<file path="config.mk">
export PLATFORM = sky130hd
export DESIGN_NAME = odd_parity_rx
export DESIGN_NICKNAME = d
export VERILOG_FILES = /design/src/rtl/odd_parity_rx.sv
export SDC_FILE = /design/constraint.sdc
export NUM_CORES = 1
export LEC_CHECK = 0
export CAP_MARGIN = 20
export CORE_ASPECT_RATIO = 0.7
export CORE_MARGIN = 2
export CORE_UTILIZATION = 42
export CTS_CLUSTER_SIZE = 20
export DETAILED_ROUTE_END_ITERATION = 10
export PLACE_DENSITY = 0.74
export RECOVER_POWER = 50
export SLEW_MARGIN = 20
export SYNTH_ARGS = -nofsm -noshare
export SYNTH_HDL_FRONTEND = slang
export SYNTH_SLANG_ARGS = --single-unit
</file>
<file path="constraint.sdc">
create_clock -name clk -period 2.8 [get_ports clk]
set_clock_uncertainty 0.15 [all_clocks]
set_input_delay 0.84 -clock clk [delete_from_list [all_inputs] [get_ports clk]]
set_output_delay 0.84 -clock clk [all_outputs]
set_load 0.05 [all_outputs]
</file>
<file path="src/rtl/odd_parity_rx.sv">
// odd_parity_rx: serial deframer and odd-parity checker for operand words.
// Ports:
//   clk       - system clock, rising edge
//   rst       - synchronous active-high reset
//   E         - receiver enable; low aborts any frame and returns to IDLE
//   bit_en    - bit-time strobe; rxd is only sampled when high
//   rxd       - serial line, idles high, frame = start/data(LSB first)/parity/stop
//   data_out  - last received word, held until the next frame completes
//   valid     - one-cycle pulse when data_out/par_err/frame_err are updated
//   par_err   - data ones plus parity bit were even for the flagged frame
//   frame_err - stop bit was sampled low for the flagged frame
//   busy      - receiver is inside a frame
//   err_cnt   - saturating count of frames with any error
module odd_parity_rx #(
    parameter int DATA_W    = 4,
    parameter int ERR_CNT_W = 8
) (
    input  logic                 clk,
    input  logic                 rst,
    input  logic                 E,
    input  logic                 bit_en,
    input  logic                 rxd,
    output logic [DATA_W-1:0]    data_out,
    output logic                 valid,
    output logic                 par_err,
    output logic                 frame_err,
    output logic                 busy,
    output logic [ERR_CNT_W-1:0] err_cnt
);
    localparam int CNT_W = (DATA_W > 1) ? $clog2(DATA_W) : 1;

    typedef enum logic [1:0] {IDLE, DATA, PARITY, STOP} state_t;

    state_t               state_q, state_d;
    logic [DATA_W-1:0]    shift_q, shift_d;
    logic [DATA_W-1:0]    data_q, data_d;
    logic [CNT_W-1:0]     cnt_q, cnt_d;
    logic                 par_q, par_d;
    logic                 valid_q, valid_d;
    logic                 perr_q, perr_d;
    logic                 ferr_q, ferr_d;
    logic                 busy_q;
    logic [ERR_CNT_W-1:0] ecnt_q, ecnt_d;

    always_comb begin
        state_d = state_q;
        shift_d = shift_q;
        cnt_d   = cnt_q;
        par_d   = par_q;
        data_d  = data_q;
        valid_d = 1'b0;
        perr_d  = perr_q;
        ferr_d  = ferr_q;
        ecnt_d  = ecnt_q;
        if (!E) begin
            state_d = IDLE;
        end else if (bit_en) begin
            case (state_q)
                IDLE: begin
                    if (!rxd) begin
                        state_d = DATA;
                        cnt_d   = '0;
                    end
                end
                DATA: begin
                    shift_d[cnt_q] = rxd;
                    cnt_d          = cnt_q + 1'b1;
                    if (cnt_q == CNT_W'(DATA_W - 1))
                        state_d = PARITY;
                end
                PARITY: begin
                    par_d   = rxd;
                    state_d = STOP;
                end
                STOP: begin
                    state_d = IDLE;
                    data_d  = shift_q;
                    // odd parity: total ones across data and parity must be odd
                    perr_d  = ~(^shift_q ^ par_q);
                    ferr_d  = ~rxd;
                    valid_d = 1'b1;
                    if ((perr_d || ferr_d) && ecnt_q != '1)
                        ecnt_d = ecnt_q + 1'b1;
                end
                default: state_d = IDLE;
            endcase
        end
    end

    always_ff @(posedge clk) begin
        if (rst) begin
            state_q <= IDLE;
            shift_q <= '0;
            cnt_q   <= '0;
            par_q   <= 1'b0;
            data_q  <= '0;
            valid_q <= 1'b0;
            perr_q  <= 1'b0;
            ferr_q  <= 1'b0;
            busy_q  <= 1'b0;
            ecnt_q  <= '0;
        end else begin
            state_q <= state_d;
            shift_q <= shift_d;
            cnt_q   <= cnt_d;
            par_q   <= par_d;
            data_q  <= data_d;
            valid_q <= valid_d;
            perr_q  <= perr_d;
            ferr_q  <= ferr_d;
            busy_q  <= (state_d != IDLE);
            ecnt_q  <= ecnt_d;
        end
    end

    assign data_out  = data_q;
    assign valid     = valid_q;
    assign par_err   = perr_q;
    assign frame_err = ferr_q;
    assign busy      = busy_q;
    assign err_cnt   = ecnt_q;
endmodule
</file>
==> results of run 1 <==
==> layout make-up <==
type | instances | share of cell area
repair buffers | 29 | 0.162
multi-input cells | 109 | 0.457
clock inverters | 1 | 0.00316
inverters | 3 | 0.00711
well taps | 36 | 0.0284
clock buffers | 3 | 0.0261
flip-flops and latches | 25 | 0.316
==> final timing paths <==
check | endpoint | depth (start not counted) | from | slack (ns)
worst max-delay path | err_cnt[7] | 5 | bit_en | 0.20
worst min-delay path | data_out[3] | 2 | data_out[3] | 0.31
worst max register to register | err_cnt[3] | 5 | err_cnt[0] | 0.69
worst min register to register | data_out[3] | 2 | data_out[3] | 0.31
==> tightest hold or removal path, cell delays in order (launching register included) <==
cell	delay [ns]
dfxtp_1	0.32
nand2_1	0.05
a21oi_1	0.05
==> through the flow <==
stage / instances / hold slack (ns) / setup WS [ns]
6_report: 206 / 0.313 / 0.197
5_1_grt: 206 / 0.346 / 0.170
4_1_cts: 206 / 0.314 / 0.242
3_5_place_dp: 202 / 0.301 / -0.0248
3_3_place_gp: 202 / 0.293 / 0.0886
2_1_floorplan: 144 / 0.302 / 0.507
==> power groups by stage <==
stage | registers (mW) | clock network, mW | logic [mW]
after floorplan | 0.368 | 0 | 0.0168
after global placement | 0.366 | 0 | 0.0366
after detailed placement | 0.366 | 0 | 0.0378
after CTS | 0.358 | 0.220 | 0.0383
after global routing | 0.358 | 0.236 | 0.0393
final | 0.358 | 0.211 | 0.0363
==> sequential cells by signal (all words and copies together), names as in the netlist <==
register / flops
valid: 1
par_q: 1
data_out: 4
busy: 1
cnt_q: 2
par_err: 1
shift_q: 4
frame_err: 1
state_q: 2
err_cnt: 8
==> metal layers <==
metal	vias to the layer above	track usage	share of wire	wire length, um
met1	524	0.215	0.47	1390
met2	17	0.314	0.49	1440
met3	4	0.0470	0.022	63
li1	554	-	-	-
met5	-	0	0	0
met4	0	0.0513	0.012	35
==> placed cells by master (no fill, tap or decap), types with 2 or more instances in the layout <==
| cell | synthesis | layout |
|---|---|---|
| nor2b_1 | 7 | 7 |
| clkdlybuf4s50_1 | 0 | 18 |
| buf_4 | 0 | 6 |
| nand2_1 | 22 | 22 |
| mux2_1 | 5 | 5 |
| nand3_1 | 8 | 8 |
| ha_1 | 5 | 5 |
| a211oi_1 | 4 | 4 |
| nand2b_1 | 5 | 5 |
| dlygate4sd3_1 | 0 | 2 |
| clkbuf_8 | 0 | 3 |
| dfxtp_1 | 25 | 25 |
| and3_1 | 2 | 2 |
| nor2_1 | 14 | 14 |
| nand4_1 | 2 | 2 |
| inv_1 | 3 | 3 |
| a21oi_1 | 15 | 15 |
| nor3_1 | 3 | 3 |
| clkbuf_1 | 4 | 3 |
==> kinds of logic after synthesis <==
| group | share of synthesized area |
|---|---|
| and+or+nand+nor | 0.276 |
| AOI/OAI and AO/OA | 0.140 |
| DFF | 0.394 |
| buffers and inverters | 0.0325 |
| muxes | 0.0640 |
| adders and majority gates | 0.0493 |
| xor gates and xnor gates | 0.0443 |
==> impl_metrics.yaml, run 1 <==
run_status:
  status: "finished, final reports clean"
power_and_ir_drop:
  power.leakage_nw: 0.563
  total_power_mw: 0.606
  switching_power_mw: 0.135
  ir_drop_v: 0.000307
  combPwrFrac: 0.060
  powerDensity_nw_per_um2: 382
  switching_share: 0.223
  seq_power_share: 0.591
  pwr-share-clk: 0.349
  p_int_mw: 0.471
setup_path:
  cp_max_fo: 3
  worstPathRequired_ns: 2.81
  startpoint_type: "input pin"
  path_cells: "dlygate4sd3_1, nand4_1, or4b_1, a21oi_1, mux2_1"
  crit_arrival_ns: 2.61
  critPathSlowestCell: "or4b_1"
  setup.worst_path.class: "input pin to register"
  endpoint_kind: "register"
  critPathMaxStageDelay_ns: 0.57
  path_delay_family: "simple AND/OR/NAND/NOR gates"
  cp.buffers_inverters: 1
global_routing:
  grt_pass1_vias: 1083
  grt_pass1_wl_mm: 4.93
  grt_max_degree: 15
  grt-ovfl-total: 0
  grtUsageTotal: 0.178
  antenna_found_initial: 0
synthesis:
  yosys-top-cells-area: "dfxtp_1 (39%), nand2_1 (6.5%), a21oi_1 (5.9%)"
  synth_cell_types: 33
  synth_common_cells: "dfxtp_1 (25), nand2_1 (22), a21oi_1 (15), nor2_1 (14), nand3_1 (8)"
  synth_most_common_cell: "dfxtp_1"
  synth_nets: 154
  ys_ff_latch: 25
  syn-cell-area_um2: 1270
  yosys.area.top_type: "dfxtp_1"
  syn_inst: 144
  async_reset_ff_frac: 0
  yosys_most_used_dff: "dfxtp_1"
  avgSynthCellArea_um2: 8.82
  yosysWarningCount: 0
  synth-edff-count: 0
  yosysSeqAreaShare: 0.394
  synth_top_cell_area_share: 0.394
final_layout:
  num-nets-final: 181
  num_antenna_cells: 0
  n_fill_cell: 273
  drive_gt1_frac: 0.100
  multiInputGateArea_um2: 724
  synthToLayoutAreaGrowth_pct: 24.7
  final_area_um2: 1580
  utilization: 0.557
  regArea_um2: 500
floorplan:
  die_x_um: 69.7
  rows: 16
  num_io_pins: 21
  die-area_um2: 3490
  coreArea_um2: 2840
  initial_core_util: 0.447
  die_h_um: 50.0
clock_network:
  cts_tree: "done"
  cts-root-buf: "clkbuf_8"
  htree_num_levels: 1
  cts_setup_buffers: 0
  ctsResizeCount: 0
  insertion_delay_ns: 0.26
  clkSlewWorstSetupHoldPaths_ns: 0.09
  cts_made_buffers: 3
  cts.sinks: 25
  clock_path_buffers: 2
  cts.hold.buffers_added: 0
timing:
  period_needed_ns: 2.60
  max_freq_mhz: 384
  worstMarginPinSlew_ns: 0.700
  period_share: 0.930
  finalHoldViolCount: 0
  report.final.slew_viol_count: 0
  worst_slew_margin_rel: 0.530
  grt_setup_unrepaired: "false"
  finalSetupViolCount: 0
  tns_ns: 0
route:
  drtIter0Drc: 35
  drc: 0
  vias: 1099
  drtPass1Iterations: 4
  postRouteAntennaNets: 0
  drt_wl_total_mm: 2.93
  viasPerCell: 5.33
  wl_per_cell_um: 14.2
flow_run:
  drv_cap: 0
placement:
  placed_cell_area_um2: 1550
  dpl.hpwl_mm: 2.13
  gp_congestion: 0.797
  port_buffers: 20
worst_hold_path:
  hp-class: "register to register"
(Power assumes the default switching activity.)
==> inputs of run 2 (changes only) <==
- CORE_UTILIZATION: 42 -> 52
- PLACE_DENSITY: 0.74 -> 0.87
==> run 2 against run 1 <==
Net effect:
- first-iteration DRC count increased by 31%
- sequential power about the same
- final area down 2.7%
==> impl_metrics.yaml, run 2 (synthesis gave the netlist of run 1 again) <==
run_status:
  status: "finished, final reports clean"
floorplan:
  num_io_pins: 21
  die-area_um2: 2860
  coreArea_um2: 2220
  die_x_um: 63.1
  rows: 14
  initial_core_util: 0.571
  die_h_um: 45.3
placement:
  gp_congestion: 0.811
  port_buffers: 20
  dpl.hpwl_mm: 2.06
setup_path:
  startpoint_type: "register"
  crit_arrival_ns: 1.67
  path_delay_family: "buffers and inverters"
  critPathSlowestCell: "clkdlybuf4s50_1"
  worstPathRequired_ns: 1.81
  reg2reg_from: "err_cnt[0]"
  setup.worst_path.class: "register to primary output"
  path_cells: "clkdlybuf4s50_1"
  cp_max_fo: 7
  cp.buffers_inverters: 1
  crit_start: "err_cnt[2]"
  endpoint_kind: "primary output"
  critPathMaxStageDelay_ns: 0.88
power_and_ir_drop:
  powerDensity_nw_per_um2: 364
  total_power_mw: 0.561
  ir_drop_v: 0.000298
  power.leakage_nw: 0.542
route:
  route.met2.wl_mm: 1.24
  vias: 1088
  postRouteAntennaNets: 0
  wl_per_cell_um: 13.4
  viasPerCell: 5.44
  drtIter0Drc: 46
  drt_wl_total_mm: 2.68
  highest_layer: "met4"
  drc: 0
  wl_met3_um: 149
  drtPass1Iterations: 4
  wl_met1_mm: 1.27
timing:
  report.final.slew_viol_count: 0
  max_freq_mhz: 376
  tns_ns: 0
  hold-worst-slack_ns: 0.313
  period_needed_ns: 2.66
  worstMarginPinSlew_ns: 0.623
  worst_slew_margin_rel: 0.582
  finalHoldViolCount: 0
  finalSetupViolCount: 0
  period_share: 0.950
  grt_setup_unrepaired: "false"
final_layout:
  drive_gt1_frac: 0.0833
  num_antenna_cells: 0
  layout.cells.most_common: "dfxtp_1"
  synthToLayoutAreaGrowth_pct: 21.4
  mostFrequentLayoutCells: "dfxtp_1 (25), nand2_1 (22), clkdlybuf4s50_1 (18)"
  largest_register_ffs: 8
  n_fill_cell: 174
  num-nets-final: 179
clock_network:
  cts-root-buf: "clkbuf_4"
  insertion_delay_ns: 0.33
  cts.hold.buffers_added: 0
  cts_tree: "done"
  ctsResizeCount: 0
  cts_setup_buffers: 0
  htree_num_levels: 1
  clock_path_buffers: 2
  clkSlewWorstSetupHoldPaths_ns: 0.14
  cts.sinks: 25
  cts_made_buffers: 3
global_routing:
  grtUsageTotal: 0.218
  grt_pass1_vias: 1041
  antenna_found_initial: 0
  grt-ovfl-total: 0
  grt_pass1_wl_mm: 4.77
  grt_max_degree: 31
worst_hold_path:
  hp-class: "register to register"
  hold_start: "frame_err"
flow_run:
  drv_cap: 0
run 2: final timing paths:
kind | slack (ns) | to | cells after the start
hold reg to reg | 0.31 | frame_err | 2
setup reg to reg | 0.70 | err_cnt[0] | 5
hold / removal | 0.31 | frame_err | 2
setup / recovery | 0.14 | err_cnt[2] | 1
run 2: where the power goes:
part           switching, mW  leakage (nW)  internal [mW]
clock network          0.113        0.0139         0.0547
registers            0.00155         0.201          0.357
logic                 0.0203         0.326         0.0137
run 2: through the flow:
stage | cell area, um2 | cells | utilization | setup WS [ns]
2_1_floorplan | 1270 | 144 | - | 0.507
3_3_place_gp | 1530 | 196 | 0.689 | 0.0879
3_5_place_dp | 1530 | 196 | 0.689 | 0.0424
4_1_cts | 1560 | 200 | 0.702 | 0.143
5_1_grt | 1540 | 200 | 0.693 | 0.0504
6_report | 1540 | 200 | 0.693 | 0.140
run 2: layer usage:
metal / global-route usage / vias to the layer above
met1: 0.278 / 509
met5: 0 / -
li1: - / 550
met3: 0.0698 / 4
met4: 0.0578 / 0
met2: 0.364 / 25
run 2: final cells by class:
type / count / area, um2 / area share
Multi-Input combinational cell: 109 / 721 / 0.468
Sequential cell: 25 / 500 / 0.325
Clock inverter: 1 / 7.51 / 0.00487
Clock buffer: 3 / 22.5 / 0.0146
Inverter: 3 / 11.3 / 0.00731
Timing Repair Buffer: 27 / 239 / 0.155
Tap cell: 32 / 40.0 / 0.0260
